$ cat config.mk
export PLATFORM = sky130hd
export DESIGN_NAME = inst_fetch_queue
export DESIGN_NICKNAME = d
export VERILOG_FILES = /design/src/rtl/inst_fetch_queue.sv
export SDC_FILE = /design/constraint.sdc
export NUM_CORES = 1
export LEC_CHECK = 0
export BUFFER_PORTS_ARGS = -buffer_cell sky130_fd_sc_hd__buf_2
export CORE_MARGIN = 8
export CORE_UTILIZATION = 45
export CTS_CLUSTER_SIZE = 14
export DETAILED_ROUTE_END_ITERATION = 12
export PLACE_DENSITY_LB_ADDON = 0.2
export SYNTH_ARGS = -nofsm -noshare
export SYNTH_HDL_FRONTEND = slang
export SYNTH_SLANG_ARGS = --single-unit
$ cat constraint.sdc
create_clock -name clk -period 8.2 [get_ports clk]
set_input_delay 0.41 -clock clk [delete_from_list [all_inputs] [get_ports clk]]
set_output_delay 0.41 -clock clk [all_outputs]
set_load 0.05 [all_outputs]
$ cat src/rtl/inst_fetch_queue.sv
// inst_fetch_queue: instruction fetch FIFO plus IF/ID output register, one instruction per cycle to decode
//   clk, rst (async, active-low)
//   stall[1] holds the output stage; flush discards queue, output stage and the current fetch
//   if_valid_i/if_pc_i/if_inst_i: fetch response in; if_ready_o: queue has room
//   stallreq_o: queue full, freezes the PC upstream
//   id_valid_o/id_pc_o/id_inst_o: decode-side output stage; count_o: queue occupancy
module inst_fetch_queue #(
  parameter int DEPTH = 4,
  parameter int ADDR_W = 32,
  parameter int DATA_W = 32,
  localparam int PW = $clog2(DEPTH),
  localparam int CW = $clog2(DEPTH + 1)
) (
  input  logic              clk,
  input  logic              rst,
  input  logic [5:0]        stall,
  input  logic              flush,
  input  logic              if_valid_i,
  input  logic [ADDR_W-1:0] if_pc_i,
  input  logic [DATA_W-1:0] if_inst_i,
  output logic              if_ready_o,
  output logic              stallreq_o,
  output logic              id_valid_o,
  output logic [ADDR_W-1:0] id_pc_o,
  output logic [DATA_W-1:0] id_inst_o,
  output logic [CW-1:0]     count_o
);
  logic [ADDR_W-1:0] mem_pc_q [DEPTH];
  logic [DATA_W-1:0] mem_inst_q [DEPTH];
  logic [PW-1:0] wr_q, wr_d, rd_q, rd_d;
  logic [CW-1:0] cnt_q, cnt_d;
  logic vld_q, vld_d;
  logic [ADDR_W-1:0] pc_q, pc_d;
  logic [DATA_W-1:0] inst_q, inst_d;
  logic push, adv, pop, wr_en, zero_out;
  logic unused_stall;
  assign unused_stall = ^{stall[5:2], stall[0]};
  assign if_ready_o = cnt_q != CW'(DEPTH);
  assign stallreq_o = cnt_q == CW'(DEPTH);
  assign count_o = cnt_q;
  assign id_valid_o = vld_q;
  assign id_pc_o = pc_q;
  assign id_inst_o = inst_q;
  always_comb begin
    push = if_valid_i & if_ready_o & ~flush;
    adv = ~stall[1] & ~flush;
    pop = adv & (cnt_q != '0);
    // an empty queue under advance bypasses straight to the output stage, so only store otherwise
    wr_en = push & (pop | ~adv);
    zero_out = flush | (adv & ~pop & ~push);
    wr_d = flush ? '0 : wr_q + PW'(wr_en);
    rd_d = flush ? '0 : rd_q + PW'(pop);
    cnt_d = flush ? '0 : cnt_q + CW'(wr_en) - CW'(pop);
    vld_d = flush ? 1'b0 : adv ? (pop | push) : vld_q;
    pc_d = zero_out ? '0 : ~adv ? pc_q : pop ? mem_pc_q[rd_q] : if_pc_i;
    inst_d = zero_out ? '0 : ~adv ? inst_q : pop ? mem_inst_q[rd_q] : if_inst_i;
  end
  always_ff @(posedge clk) begin
    if (wr_en) begin
      mem_pc_q[wr_q] <= if_pc_i;
      mem_inst_q[wr_q] <= if_inst_i;
    end
  end
  always_ff @(posedge clk or negedge rst) begin
    if (!rst) begin
      wr_q <= '0;
      rd_q <= '0;
      cnt_q <= '0;
      vld_q <= 1'b0;
      pc_q <= '0;
      inst_q <= '0;
    end else begin
      wr_q <= wr_d;
      rd_q <= rd_d;
      cnt_q <= cnt_d;
      vld_q <= vld_d;
      pc_q <= pc_d;
      inst_q <= inst_d;
    end
  end
endmodule

; After elaboration in Yosys (flattened, before gate mapping)
; Memory sizes are Yosys's and may differ from the RTL's.
; Index checks and enable logic that the tools add are counted.
[word_totals]
word_cells = 45
output_inout_bits = 70
ram_bits = 256
inputBits = 74
ff_bits = 72
mem_count = 2
[mem_list]
columns = memory, words, word_bits, read_ports, rd_clocked_by_memory_dff, write_ports, line_no
row1 = mem_inst_q, 4, 32, 1, 0, 1, 29  ; logic [DATA_W-1:0] mem_inst_q [DEPTH];
row2 = mem_pc_q, 4, 32, 1, 0, 1, 28  ; logic [ADDR_W-1:0] mem_pc_q [DEPTH];
[classes]
reduce_logical = 3
bitwise = 15
mux = 13
add_sub_neg = 4
n_eq_ne = 2
[ops]
columns = op, n
row1 = $mux W32, 6
row2 = $and A1 B1 Y1, 7
row3 = $not A1 Y1, 5
row4 = $add A2 B1 Y2, 2
row5 = $mux W1, 4
row6 = $mux W2, 2
row7 = $reduce_bool A2 Y1, 2
row8 = $add A3 B1 Y3, 1
row9 = $eq A3 B3 Y1 const B, 1
row10 = $mux W3, 1
row11 = $ne A3 B3 Y1 const B, 1
row12 = $or A1 B1 Y1, 3
row13 = $reduce_bool A3 Y1, 1
row14 = $sub A3 B1 Y3, 1

; Longest topological paths before layout
[depth]
ltp_word = 8
ltp_mapped = 11

; Least setup slack after synthesis
; OpenSTA, ideal clock, no wires.
[synth_path]
kind = reg-to-reg
from = register cnt_q[1] (netlist: count_o[1])
to = memory mem_inst_q[1][0] (enable)
slack_ps = 1859
arrival_time_ps = 5763
required_time_ps = 7622
path_buffers = 0
period_less_slack_ps = 6341
path_stages_with_launch = 4
path_cell_list = dfrtp_1 > nor2_1 > a21o_1 > nor3b_1
[synth_between]
elab_chain_len = 6
word_cells_on_any_way = 9
cone_classes = eq/ne: 1 / mux: 2 / bitwise: 5 / reduce/logical: 1
[synth_rtl]
columns = item, line_no
row1 = start: declaration, 31  ; logic [CW-1:0] cnt_q, cnt_d;
row2 = start signal: assignment, 75  ; cnt_q <= cnt_d;
row3 = $ne A3 B3 Y1 / $reduce_bool A3 Y1 (equally long branches), "38, 47"
row4 = $and A1 B1 Y1 (on tied branches), "45, 47"
row5 = $and A1 B1 Y1 / $or A1 B1 Y1 (equally long branches), "45, 49"
row6 = $and A1 B1 Y1 *, 49  ; wr_en = push & (pop | ~adv);
row7 = $mux W1 *, 59  ; if (wr_en) begin
row8 = $mux W1 (not written as such) *, 61  ; mem_inst_q[wr_q] <= if_inst_i;
row9 = end: declaration, 29
; Mark *: on every way between the ends. The rest lies on a longest branch, timed or not.

; Final worst setup path
[layout_path]
from = register rd_q[0]
to = register pc_q[4] (netlist: id_pc_o[4])
[layout_between]
elab_chain_len = 4
[layout_rtl]
columns = item, line_no
row1 = start: declaration, 30  ; logic [PW-1:0] wr_q, wr_d, rd_q, rd_d;
row2 = start signal: assignment, 74  ; rd_q <= rd_d;
row3 = $mem_v2 Z4 W32, -
row4 = $mux W32 (3 in a row), 55  ; pc_d = zero_out ? '0 : ~adv ? pc_q : pop ? mem_pc_q[rd_q] : if_pc_i;
row5 = end signal: assignment, 77  ; pc_q <= pc_d;
row6 = end: declaration, 33  ; logic [ADDR_W-1:0] pc_q, pc_d;
; Every way passes these cells. The select of a mux whose other input is x is not followed.
; A chain may end at the register's enable or synchronous reset.

==> results_dict.tcl <==
set metrics [dict create \
    status "finished clean" \
    final.setup.tns_ns 0 \
    cp_max_fo 39 \
    netlist-cell-type-count 26 \
    syn_area_per_cell_um2 21.00 \
    hpwl_um 14470 \
    num_io_pins 144 \
    tritoncts "yes" \
    irDropWorstVdd_mv 0.2988 \
    p_per_area_mw_per_mm2 305.8 \
    hold_slack_ns 0.1471 \
    synth-seq-cells 328 \
    finalSetupViolations 0 \
    root_buffer "clkbuf_16" \
    start_util_pct 45.31 \
    placed_cells 1053 \
    use_met1_pct 21.61 \
    syn-num-nets 672 \
    cp_slowest_stage_delay_ns 0.80 \
    hp-class "in -> reg" \
    n_antenna_cell 0 \
    cap_violations 0 \
    syn_to_final_growth_pct 18.29 \
    gr-usage-met3_pct 4.454 \
    drive_above_1_share_pct 35.80 \
    port_buffers 138 \
    grt_util_all_layers_pct 16.25 \
    critPathLaunch "rd_q[0]$_DFF_PN0_" \
    clkSinkCount 328 \
    crit_type "reg -> reg" \
    cts_made_buffers 35 \
    netlist_top_cells_area "edfxtp_1 (62%), dfrtp_1 (14%), mux4_2 (11%)" \
    grt-busiest-layer "met2" \
    seq_area_frac_synth_pct 76.21 \
    synthesis.area_mm2 0.01245 \
    gp_congestion 0.7303 \
    final_core_util_pct 53.60 \
    yosys.area.top_type "edfxtp_1" \
    drc 0 \
    grt_pass1_vias 7114 \
    max_slew.worst_pin.slew_ns 1.060 \
    grtUsageMet2_pct 26.64 \
    rsz0062_at_grt "false" \
    cp_data_required_time_ns 8.57 \
    stdcell_count 1117 \
    clock_path_buffers 3 \
    post-route-period-util_pct 33.12 \
    critPathSlowestCell "dfrtp_4" \
    grt_pass1_wl_um 41790 \
    wire_per_inst_um 23.84 \
    clock_latency_ns 0.49 \
    whs_path_depth 1 \
    die_height_um 182.3 \
    grt_overflow_total 0 \
    cp_cell_sequence "buf_4 > mux4_1 > a221o_1" \
    arrival_ns 3.09 \
    num_rows 61 \
    reg2reg_depth 3 \
    antenna_found_initial 3 \
    die_area_mm2 0.03325 \
    critPathCaptureType "flop" \
    first_pass_iters 5 \
    maxSlewHeadroom_pct 29.35 \
    synth_cells 593 \
    coreArea_mm2 0.02748 \
    maxSlewViolCount 0 \
    leakage_uw 0.005471 \
    htreeDepth 2 \
    die_w_um 182.3 \
    layout_min_cycle_time_ns 2.716 \
    vias 6354 \
    rr_startpoint "rd_q[0]$_DFF_PN0_" \
    fillers 2159 \
    nNetsFinal 824 \
    multi_input_area_mm2 0.002778 \
    finalWirelength_um 26630 \
    clk_pin_slew_ns 0.06 \
    post_drt_via_cell_ratio 5.688 \
    ant_nets 0 \
    seq_area_mm2 0.009494 \
    start_kind "flop" \
    grt_max_degree 66 \
    min-delay-start "if_pc_i[6]" \
    clock_skew_ns 0.008163 \
    yosysWarnings 0 \
    netlist.area_leader.share_pct 61.74 \
    hold_viol 0 \
    drt_iter0_markers 376 \
    clock.fmax_mhz 368.2 \
]
## what timing repair did
| item | CTS | global route |
|---|---|---|
| gates resized for setup | 0 | 0 |
| setup buffers | 0 | 0 |
| endpoints found under the hold margin | 35 | 0 |
| hold buffers | 1 | 0 |
## synthesized netlist by cell type (all sizes together)
cell type,number
edfxtp,256
dfrtp,72
and2,65
a221o,64
mux4,64
buf,28
clkbuf,8
nor2,6
inv,5
ha,4
nor2b,4
nor3,4
nor3b,3
nand2b,2
xnor2,2
a21o,1
a221oi,1
and3,1
fa,1
nand2,1
xor2,1
## routing by layer
layer	routed length (um)	vias up	part of all wire [%]
met5	33	-	0.12
met4	308	6	1.2
met3	1858	34	7.0
met2	12800	197	48
met1	11620	3372	44
li1	-	2745	-
## worst paths after layout
kind	end	slack (ns)
worst max-delay path	id_pc_o[4]$_DFFE_PN0P_	5.48
worst min register to register	id_valid_o$_DFFE_PN0P_	0.55
worst min-delay path	mem_pc_q[0][6]$_DFFE_PP_	0.15
worst max register to register	id_pc_o[4]$_DFFE_PN0P_	5.48
min in group asynchronous	id_pc_o[17]$_DFFE_PN0P_	0.46
max in group asynchronous	rd_q[0]$_DFF_PN0_	6.67
## flip-flops by register name, summed over array words and instances, names as in the netlist
register	flops
wr_q	2
count_o	3
mem_pc_q	128
id_pc_o	32
id_valid_o	1
mem_inst_q	128
id_inst_o	32
rd_q	2
## stage by stage
stage          total power, uW  area, um^2  setup slack [ns]
6_report                  4504       14730             5.484
5_1_grt                   4686       14730             5.253
4_1_cts                   4560       14730             5.358
3_5_place_dp              2936       13510             5.365
3_3_place_gp              2919       13510             5.371
2_1_floorplan             2699       12450             1.859
## logic make-up after synthesis
| kind of cell | count (synthesis) | synth area share, % |
|---|---|---|
| flip-flops | 328 | 76.21 |
| AND/OR/NAND/NOR | 86 | 4.251 |
| AO/OA/AOI/OAI | 66 | 5.276 |
| multiplexers | 64 | 11.70 |
| buffers and inverters | 41 | 1.789 |
| adder cells (fa/ha/maj) | 5 | 0.5628 |
| XOR/XNOR | 3 | 0.2111 |
## worst max-delay path: cells and delay by family (launching register included)
family                 cells  cell delay, ns
flip-flops                 1            0.80
buffers and inverters      1            0.76
multiplexers               1            0.65
AO/OA/AOI/OAI              1            0.37
## cell usage in the layout (no fill, tap or decap), types with 6 or more instances in the layout
cell type	Yosys	layout
buf_4	1	13
buf_2	10	137
and2_1	65	65
edfxtp_1	256	256
mux4_2	60	60
clkbuf_8	0	6
dfrtp_1	72	70
a221o_1	64	64
nor2_1	6	6
clkbuf_16	0	37
## where the power goes
group / leakage (uW) / total [uW] / internal, uW / switching, uW
Sequential: 0.00328 / 2030 / 1940 / 85.5
Combinational: 0.00160 / 866 / 284 / 582
Clock: 0.000590 / 1610 / 1000 / 611
## final cells by class
type / instances / area share, %
clock buffer: 45 / 6.898
clock inverter: 18 / 1.325
inverter: 5 / 0.1274
tap: 346 / 2.939
multi-input combinational: 224 / 18.86
timing repair buffer: 151 / 5.386
sequential: 328 / 64.46
No activity file was read; power rests on OpenSTA's default activity.
